$ cat src/rtl/alu_seq_display_if.sv
// Bus between the switch/LED front end and the sequential ALU.
// Signals:
//   start, op[2:0], a, b        request side (driven by master)
//   busy, done                  handshake status (driven by slave)
//   result, ovf, zero, neg, err registered result and flags
//   SEG                         signed one-digit 7-segment code
interface alu_seq_display_if #(
  parameter int NBITS = 4,
  parameter int SEG_W = 8
);
  logic             start;
  logic [2:0]       op;
  logic [NBITS-1:0] a;
  logic [NBITS-1:0] b;
  logic             busy;
  logic             done;
  logic [NBITS-1:0] result;
  logic             ovf;
  logic             zero;
  logic             neg;
  logic             err;
  logic [SEG_W-1:0] SEG;

  modport master (
    output start, op, a, b,
    input  busy, done, result, ovf, zero, neg, err, SEG
  );

  modport slave (
    input  start, op, a, b,
    output busy, done, result, ovf, zero, neg, err, SEG
  );
endinterface

$ cat src/rtl/alu_seq_display.sv
// Registered signed ALU with iterative shift-add multiply and a 7-segment
// display of the result.
// Ports:
//   clk_2  system clock, rising edge
//   reset  asynchronous, active-high
//   bus    alu_seq_display_if.slave: start/op/a/b in; busy/done/result/
//          ovf/zero/neg/err/SEG out
module alu_seq_display #(
  parameter int NBITS = 4,
  parameter int SEG_W = 8
) (
  input  logic              clk_2,
  input  logic              reset,
  alu_seq_display_if.slave  bus
);
  localparam int M  = NBITS - 1;
  localparam int PW = 2 * NBITS;
  localparam int CW = $clog2(NBITS);

  typedef enum logic [1:0] {IDLE, EXEC, MUL, DONE} state_t;

  state_t            state_q, state_d;
  logic [2:0]        op_q, op_d;
  logic [NBITS-1:0]  a_q, a_d, b_q, b_d;
  logic [CW-1:0]     cnt_q, cnt_d;
  logic              mul_ld_q, mul_ld_d;
  logic [PW-1:0]     mcand_q, mcand_d, prod_q, prod_d;
  logic [NBITS-1:0]  mplier_q, mplier_d;
  logic [NBITS-1:0]  result_q, result_d;
  logic              ovf_q, ovf_d, zero_q, zero_d, neg_q, neg_d, err_q, err_d;

  logic [NBITS-1:0]  r;
  logic              v, e;
  logic [PW-1:0]     p_nxt, p_s;
  logic [7:0]        mag8, seg8, digit;

  // Magnitude as unsigned NBITS; the most-negative value maps to 2^(NBITS-1).
  function automatic logic [NBITS-1:0] mag(input logic [NBITS-1:0] x);
    return x[M] ? (~x + NBITS'(1)) : x;
  endfunction

  always_ff @(posedge clk_2 or posedge reset) begin
    if (reset) begin
      state_q  <= IDLE;
      op_q     <= '0;
      a_q      <= '0;
      b_q      <= '0;
      cnt_q    <= '0;
      mul_ld_q <= 1'b0;
      mcand_q  <= '0;
      prod_q   <= '0;
      mplier_q <= '0;
      result_q <= '0;
      ovf_q    <= 1'b0;
      zero_q   <= 1'b1;
      neg_q    <= 1'b0;
      err_q    <= 1'b0;
    end else begin
      state_q  <= state_d;
      op_q     <= op_d;
      a_q      <= a_d;
      b_q      <= b_d;
      cnt_q    <= cnt_d;
      mul_ld_q <= mul_ld_d;
      mcand_q  <= mcand_d;
      prod_q   <= prod_d;
      mplier_q <= mplier_d;
      result_q <= result_d;
      ovf_q    <= ovf_d;
      zero_q   <= zero_d;
      neg_q    <= neg_d;
      err_q    <= err_d;
    end
  end

  always_comb begin
    state_d  = state_q;
    op_d     = op_q;
    a_d      = a_q;
    b_d      = b_q;
    cnt_d    = cnt_q;
    mul_ld_d = mul_ld_q;
    mcand_d  = mcand_q;
    prod_d   = prod_q;
    mplier_d = mplier_q;
    result_d = result_q;
    ovf_d    = ovf_q;
    zero_d   = zero_q;
    neg_d    = neg_q;
    err_d    = err_q;
    r        = '0;
    v        = 1'b0;
    e        = 1'b0;

    // Last shift-add step and sign application, used on the final iteration.
    p_nxt = prod_q + (mplier_q[0] ? mcand_q : '0);
    p_s   = (a_q[M] ^ b_q[M]) ? (~p_nxt + PW'(1)) : p_nxt;

    case (state_q)
      IDLE: begin
        if (bus.start) begin
          op_d     = bus.op;
          a_d      = bus.a;
          b_d      = bus.b;
          mul_ld_d = 1'b1;
          state_d  = (bus.op == 3'b100) ? MUL : EXEC;
        end
      end
      EXEC: begin
        case (op_q)
          3'b000: begin
            r = a_q + b_q;
            v = (a_q[M] == b_q[M]) && (r[M] != a_q[M]);
          end
          3'b001: begin
            r = a_q - b_q;
            v = (a_q[M] != b_q[M]) && (r[M] != a_q[M]);
          end
          3'b010: r = a_q & b_q;
          3'b011: r = a_q | b_q;
          3'b101: r = a_q ^ b_q;
          3'b110: r = NBITS'($signed(a_q) < $signed(b_q));
          3'b111: e = 1'b1;
          default: r = '0;
        endcase
        result_d = r;
        ovf_d    = v;
        err_d    = e;
        zero_d   = (r == '0);
        neg_d    = r[M];
        state_d  = DONE;
      end
      MUL: begin
        // The first MUL cycle loads operand magnitudes; the NBITS shift-add
        // iterations (cnt 0..NBITS-1) follow.
        if (mul_ld_q) begin
          mcand_d  = PW'(mag(a_q));
          mplier_d = mag(b_q);
          prod_d   = '0;
          cnt_d    = '0;
          mul_ld_d = 1'b0;
        end else begin
          prod_d   = p_nxt;
          mcand_d  = mcand_q << 1;
          mplier_d = mplier_q >> 1;
          cnt_d    = cnt_q + CW'(1);
          if (cnt_q == CW'(M)) begin
            result_d = p_s[M:0];
            ovf_d    = (p_s[PW-1:NBITS] != {NBITS{p_s[M]}});
            err_d    = 1'b0;
            zero_d   = (p_s[M:0] == '0);
            neg_d    = p_s[M];
            state_d  = DONE;
          end
        end
      end
      DONE:    state_d = IDLE;
      default: state_d = IDLE;
    endcase
  end

  always_comb begin
    mag8 = 8'(mag(result_q));
    case (mag8)
      8'd0:    digit = 8'h3F;
      8'd1:    digit = 8'h06;
      8'd2:    digit = 8'h5B;
      8'd3:    digit = 8'h4F;
      8'd4:    digit = 8'h66;
      8'd5:    digit = 8'h6D;
      8'd6:    digit = 8'h7D;
      8'd7:    digit = 8'h07;
      8'd8:    digit = 8'h7F;
      8'd9:    digit = 8'h6F;
      default: digit = 8'h00;
    endcase
    if (ovf_q || (mag8 > 8'd9)) seg8 = 8'h80;
    else                        seg8 = digit | (result_q[M] ? 8'h80 : 8'h00);
  end

  assign bus.busy   = (state_q == EXEC) || (state_q == MUL);
  assign bus.done   = (state_q == DONE);
  assign bus.result = result_q;
  assign bus.ovf    = ovf_q;
  assign bus.zero   = zero_q;
  assign bus.neg    = neg_q;
  assign bus.err    = err_q;
  assign bus.SEG    = SEG_W'(seg8);
endmodule

$ cat src/flat_wrapper.sv
// flat-port wrapper written by rule: the top's interface ports become plain ports
module alu_seq_display_flat 
#(
  parameter int NBITS = 4,
  parameter int SEG_W = 8
)
  (clk_2, reset, bus_start, bus_op, bus_a, bus_b, bus_busy, bus_done, bus_result, bus_ovf, bus_zero, bus_neg, bus_err, bus_SEG);
  alu_seq_display_if #(.NBITS(NBITS), .SEG_W(SEG_W)) bus_i ();
  input  logic clk_2;
  input  logic reset;
  input wire logic [$bits(bus_i.start)-1:0] bus_start;
  input wire logic [$bits(bus_i.op)-1:0] bus_op;
  input wire logic [$bits(bus_i.a)-1:0] bus_a;
  input wire logic [$bits(bus_i.b)-1:0] bus_b;
  output wire logic [$bits(bus_i.busy)-1:0] bus_busy;
  output wire logic [$bits(bus_i.done)-1:0] bus_done;
  output wire logic [$bits(bus_i.result)-1:0] bus_result;
  output wire logic [$bits(bus_i.ovf)-1:0] bus_ovf;
  output wire logic [$bits(bus_i.zero)-1:0] bus_zero;
  output wire logic [$bits(bus_i.neg)-1:0] bus_neg;
  output wire logic [$bits(bus_i.err)-1:0] bus_err;
  output wire logic [$bits(bus_i.SEG)-1:0] bus_SEG;
  assign bus_i.start = bus_start;
  assign bus_i.op = bus_op;
  assign bus_i.a = bus_a;
  assign bus_i.b = bus_b;
  assign bus_busy = bus_i.busy;
  assign bus_done = bus_i.done;
  assign bus_result = bus_i.result;
  assign bus_ovf = bus_i.ovf;
  assign bus_zero = bus_i.zero;
  assign bus_neg = bus_i.neg;
  assign bus_err = bus_i.err;
  assign bus_SEG = bus_i.SEG;
  alu_seq_display #(.NBITS(NBITS), .SEG_W(SEG_W)) u_core (.clk_2(clk_2), .reset(reset), .bus(bus_i));
endmodule
$ cat config.mk
export PLATFORM = sky130hd
export DESIGN_NAME = alu_seq_display_flat
export DESIGN_NICKNAME = d
export VERILOG_FILES = /design/src/rtl/alu_seq_display_if.sv /design/src/rtl/alu_seq_display.sv /design/src/flat_wrapper.sv
export SDC_FILE = /design/constraint.sdc
export NUM_CORES = 1
export LEC_CHECK = 0
export ABC_AREA = 1
export ABC_CLOCK_PERIOD_IN_PS = 2600
export BUFFER_PORTS_ARGS = -buffer_cell sky130_fd_sc_hd__buf_2
export CORE_ASPECT_RATIO = 1.5
export CORE_MARGIN = 1.5
export CORE_UTILIZATION = 52
export CTS_BUF_LIST = sky130_fd_sc_hd__clkbuf_4
export CTS_CLUSTER_SIZE = 28
export DETAILED_ROUTE_END_ITERATION = 10
export GPL_ROUTABILITY_DRIVEN = 0
export GPL_TIMING_DRIVEN = 0
export PLACE_DENSITY = 0.71
export SYNTH_ARGS = -nofsm -noshare
export SYNTH_HDL_FRONTEND = slang
export SYNTH_SLANG_ARGS = --single-unit
export TNS_END_PERCENT = 5
$ cat constraint.sdc
create_clock -name clk_2 -period 2.6 [get_ports clk_2]
set_input_delay 0.26 -clock clk_2 [delete_from_list [all_inputs] [get_ports clk_2]]
set_output_delay 0.26 -clock clk_2 [all_outputs]
set_load 0.005 [all_outputs]
-- Word level (Yosys, flattened, before mapping)
Memories as Yosys holds them, arrays and structs flattened.
Cells that the tools add are included.
- add/sub/neg operators: 8
- $lt $le $gt $ge: 2
- equality and inequality tests: 19
- multiplexer cells: 37
- bitwise operators: 9
- reduce and logical (&&, ||, !) cells: 14
- operators by type and width (kind ; count):
    two-way mux 8 bit ; 6
    two-way mux 4 bit ; 7
    one-hot mux 4 bit (6 select lines) ; 1
    adder 4 x 1 -> 4 bit, second input constant ; 3
    equality test 3 bit, second input constant ; 4
    NOT 4 bit ; 3
    one-hot mux 1 bit (2 select lines) ; 6
    two-way mux 1 bit ; 10
    two-way mux 2 bit ; 5
    adder 8 x 1 -> 8 bit, second input constant ; 1
    adder 8 bit ; 1
    zero test 4 bit ; 2
    NOT 8 bit ; 1
    OR 8 bit ; 1
    one-hot mux 2 bit (4 select lines) ; 1
    one-hot mux 4 bit (2 select lines) ; 1
    equality test 2 bit, second input constant ; 3
    equality test 3 x 2 -> 1 bit, second input constant ; 2
    AND reduction 3 bit ; 2
    adder 4 bit ; 1
    bitwise AND 4 bit ; 1
    greater-than comparator 4 bit, second input constant ; 1
    < comparator 4 bit ; 1
    != test 2 bit, second input constant ; 2
    other kinds (17) ; 23
- flip-flop bits (word level): 44
- memory bits (read-only): 112
- bits of input ports: 14
- output and inout port bits: 18
- logic and storage cells: 104
- memories kept: 1
- memory list (name ; depth ; width ; read ports ; clocked after Yosys merged registers in ; write ports ; line ; text):
    (no name shown) ; 16 ; 7 ; 1 ; 0 ; 0 ; alu_seq_display.sv:164 ; case (mag8)

-- Logic depth before layout (Yosys ltp)
- depth in word-level cells: 9
- depth in mapped cells: 20
- depth with buffers taken out: 19

-- Worst setup path after synthesis
No wires, ideal clock.
- path kind: register -> register
- from: register u_core.mplier_q[0]
- to: register u_core.ovf_q, in the netlist u_core.bus.ovf
- setup time: 0.116 ns
- arrival: 2.193 ns
- data required time: 2.484 ns
- setup slack: 0.291 ns
- stages on the path, launching flop included: 21
- path buffers: 1
- period minus slack after synthesis: 2.309 ns
- path through: dfrtp_1 buf_2 nand2_1 inv_1 ha_1 fa_1 inv_1 ha_1 inv_1 nor2_2 nand2_2 nor2_1 nand2_1 nand2_1 nand2_1 nand2_1 nand2_1 nand2_1 nand3_1 nand2_1 nand2_1
- longest elaborated chain between the ends: 9
- ends and longest elaborated chain (what ; line ; text):
    from (decl) ; alu_seq_display.sv:28 ; logic [NBITS-1:0] mplier_q, mplier_d;
    from (signal assigned) ; alu_seq_display.sv:67 ; mplier_q <= mplier_d;
    two-way mux 8 bit * ; alu_seq_display.sv:96 ; p_nxt = prod_q + (mplier_q[0] ? mcand_q : '0);
    adder 8 bit * ; alu_seq_display.sv:96 ;
    NOT 8 bit ; alu_seq_display.sv:97 ; p_s = (a_q[M] ^ b_q[M]) ? (~p_nxt + PW'(1)) : p_nxt;
    adder 8 x 1 -> 8 bit ; alu_seq_display.sv:97 ;
    two-way mux 8 bit * ; alu_seq_display.sv:97 ;
    != test 4 bit * ; alu_seq_display.sv:149 ; ovf_d = (p_s[PW-1:NBITS] != {NBITS{p_s[M]}});
    two-way mux 1 bit * ; alu_seq_display.sv:147 ; if (cnt_q == CW'(M)) begin
    two-way mux 1 bit * ; alu_seq_display.sv:136 ; if (mul_ld_q) begin
    one-hot mux 1 bit (2 select lines) * ; alu_seq_display.sv:99 ; case (state_q)
    to (signal assigned) ; alu_seq_display.sv:69 ; ovf_q <= ovf_d;
    to (decl) ; alu_seq_display.sv:30 ; logic ovf_q, ovf_d, zero_q, zero_d, neg_q, neg_d, err_q, err_d;
Mark *: on every way between the ends. The rest lies on a longest branch, timed or not. The select of a mux whose other input is x is not followed.
A chain may end at the register's enable or synchronous reset.

-- Worst setup path after layout
Ends and elaborated chain as after synthesis.

==> out/metrics.yaml <==
status: "finished clean"
nets: 551
io_buffers: 31
drt-initial-drc-count: 100
die_y_um: 100.6
cts_sinks: 43
startpoint_type: "flop"
drive_gt1_share_pct: 15.71
placed_cell_area_mm2: 0.003547
crit_type: "reg -> reg"
ys_warn_count: 0
dp_hpwl_um: 5970
cts_hold_buf: 0
synth_area_mm2: 0.003299
critPathSlowestCell: "fa_2"
diodes: 0
critPathRequiredTime_ns: 2.87
synth_top_cell_by_area: "dfrtp_1"
grt_usage_pct: 23.98
totalWireLength_um: 7611
clkLatencyLatePin_ns: 0.37
fin_tns_setup_ns: 0
relSlewSlack_pct: 40.56
cts_buffer_depth: 2
die_area_mm2: 0.006842
reg2reg_slack_ns: 0.09
p_leak_nw: 1.966
cp_max_fo: 8
drt-pass1-iter-count: 4
power_density_mw_per_mm2: 1335
stdcell_count: 577
irDropWorstVdd_v: 0.0006833
grt_pass1_wl_um: 12700
grt_remaining_overflow: 0
grt_pass1_vias: 2911
syn-num-nets: 509
slew_viol_final: 0
clockRootBuffer: "clkbuf_4"
ys.flop_type: "dfrtp_1"
hold_path.class: "in -> async"
endpoint_kind: "flop"
synth.top_cell.area_share_pct: 31.85
setup-violations-final: 0
multi_input_area_mm2: 0.001956
clk_pin_slew_worst_paths_ns: 0.14
fill_cells: 585
rr_startpoint: "u_core.mplier_q[0]"
drv_cap: 0
synth_edf_count: 0
regArea_mm2: 0.001077
final_cell_area_mm2: 0.003705
rsz0062_at_grt: "yes"
io-pin-count: 32
post-route-min-period_ns: 2.506
max_clock_freq_mhz: 399.1
synth_seq_area_share_pct: 32.65
dp.cells: 565
synthArstFlopShare_pct: 100.0
whs_ns: 0.05958
drc: 0
yosysUniqueCellTypes: 41
hold_viol_final: 0
htreeDepth: 2
ys_top_cells_by_area: "dfrtp_1 (32%), nand2_1 (14%), ha_1 (12%), inv_1 (8.2%), nand3_1 (5.2%)"
coreArea_mm2: 0.006131
cts_tree: "done"
start_util_pct: 53.82
cts_buffers: 5
clock_skew_ns: 0.01317
via_per_inst: 5.286
worst_slew_pin_slew_ns: 0.8903
yosysMostFrequentCell: "nand2_1"
wl_per_cell_um: 13.19
antenna_found_initial: 0
row_count: 35
area_growth_pct: 12.29
timing.final.crit_share_pct: 96.37
synthTopCellsByCount: "nand2_1 (120), inv_1 (72), dfrtp_1 (42)"
grt_max_degree: 44
utilization_pct: 60.43
timing.rr.end: "u_core.bus.ovf"
ys_ff_latch: 43
crit_path_max_incr_delay_ns: 0.54
routed-via-count: 3050
synthCells: 460
die_x_um: 68.04
crit_chain: "buf_6, nand2_2, inv_2, ha_4, fa_2, inv_2, ha_4, inv_4, nor2_4, nand2_2, nand2_2, nand2_2, nand3_2, nand2_1, nand2_1, nor2_1, nand3_1, nand2_1, nand2_1"
ant_nets: 0
r2r_cells: 19
post_synth.cell_area_avg_um2: 7.173
worstPathArrival_ns: 2.77
==> per-layer routing <==
layer,up-vias,GRT usage (%),routed length (um)
met5,-,0,0
met4,0,8.923,161
met3,12,2.682,158
met2,44,44.14,4264
met1,1422,27.40,3026
li1,1572,-,-
==> sequential cells by signal, summed over array words and instances, names as in the netlist, 2 cells and up <==
register	flops
u_core.mcand_q	8
u_core.bus.result	3
u_core.cnt_q	2
u_core.state_q	2
u_core.a_q	4
u_core.mplier_q	4
u_core.b_q	4
u_core.prod_q	8
u_core.op_q	3
==> worst max-delay path, delay by kind of cell, from the launching register on <==
family,cells,cell delay (ns)
buffers and inverters,4,0.30
adder cells (fa/ha/maj),3,0.86
flip-flops,1,0.40
AND/OR/NAND/NOR,12,0.84
==> report_power, final <==
part | switching, W | internal [W]
clock | 0.000233 | 0.000104
sequential | 0.000250 | 0.000949
combinational | 0.00211 | 0.00130
==> through the flow <==
stage,worst slack (ns),total power [W]
after CTS,0.008771,0.004746
after global routing,-0.05330,0.005480
after detailed placement,-0.01719,0.004405
final,0.09445,0.004946
after floorplan,0.2906,0.003565
after global placement,0.02167,0.004306
==> cell families after synthesis <==
| kind of cell | count (synthesis) | share of synthesized area, % |
|---|---|---|
| simple gates | 211 | 27.83 |
| buf+inv | 85 | 9.935 |
| compound gates | 80 | 14.03 |
| flops | 43 | 32.65 |
| fa+ha+maj | 35 | 13.96 |
| xor+xnor | 6 | 1.593 |
==> how the worst max path moves through the flow <==
stage / from / endpoint / slack [ns]
after floorplan: u_core.mplier_q[0] / u_core.bus.ovf / 0.29
after global placement: u_core.mplier_q[0] / u_core.bus.ovf / 0.02
after detailed placement: u_core.mplier_q[0] / u_core.bus.ovf / -0.02
after CTS: u_core.mplier_q[0] / u_core.bus.ovf / 0.009
after global routing: u_core.mplier_q[0] / u_core.bus.ovf / -0.05
final: u_core.mplier_q[0] / u_core.bus.ovf / 0.09
==> repair_timing <==
item	CTS	global route
hold endpoints to repair	0	0
pin swaps	1	7
gates cloned	0	0
buffers inserted	0	4
setup endpoints to repair	1	2
resized for setup	1	20
==> layout make-up <==
cell class	instances	share of cell area [%]
buffer	9	1.317
clock inverter	3	0.5404
multi-input combinational	332	52.79
timing repair buffer	35	4.998
clock buffer	5	1.013
sequential	43	29.08
tap	74	2.499
inverter	76	7.768
==> placed cells by master (no fill, tap or decap), drive strengths merged, types with 4 or more instances in the layout <==
cell type | Yosys | final
xor2 | 6 | 6
nor2 | 33 | 33
nand4 | 4 | 4
nor3 | 4 | 4
nand3 | 36 | 36
dfrtp | 42 | 42
a21oi | 15 | 15
nand2 | 129 | 129
o21ai | 38 | 38
clkbuf | 6 | 11
buf | 3 | 38
ha | 32 | 32
inv | 75 | 75
o22ai | 10 | 10
Power figures use the tool's default switching activity.
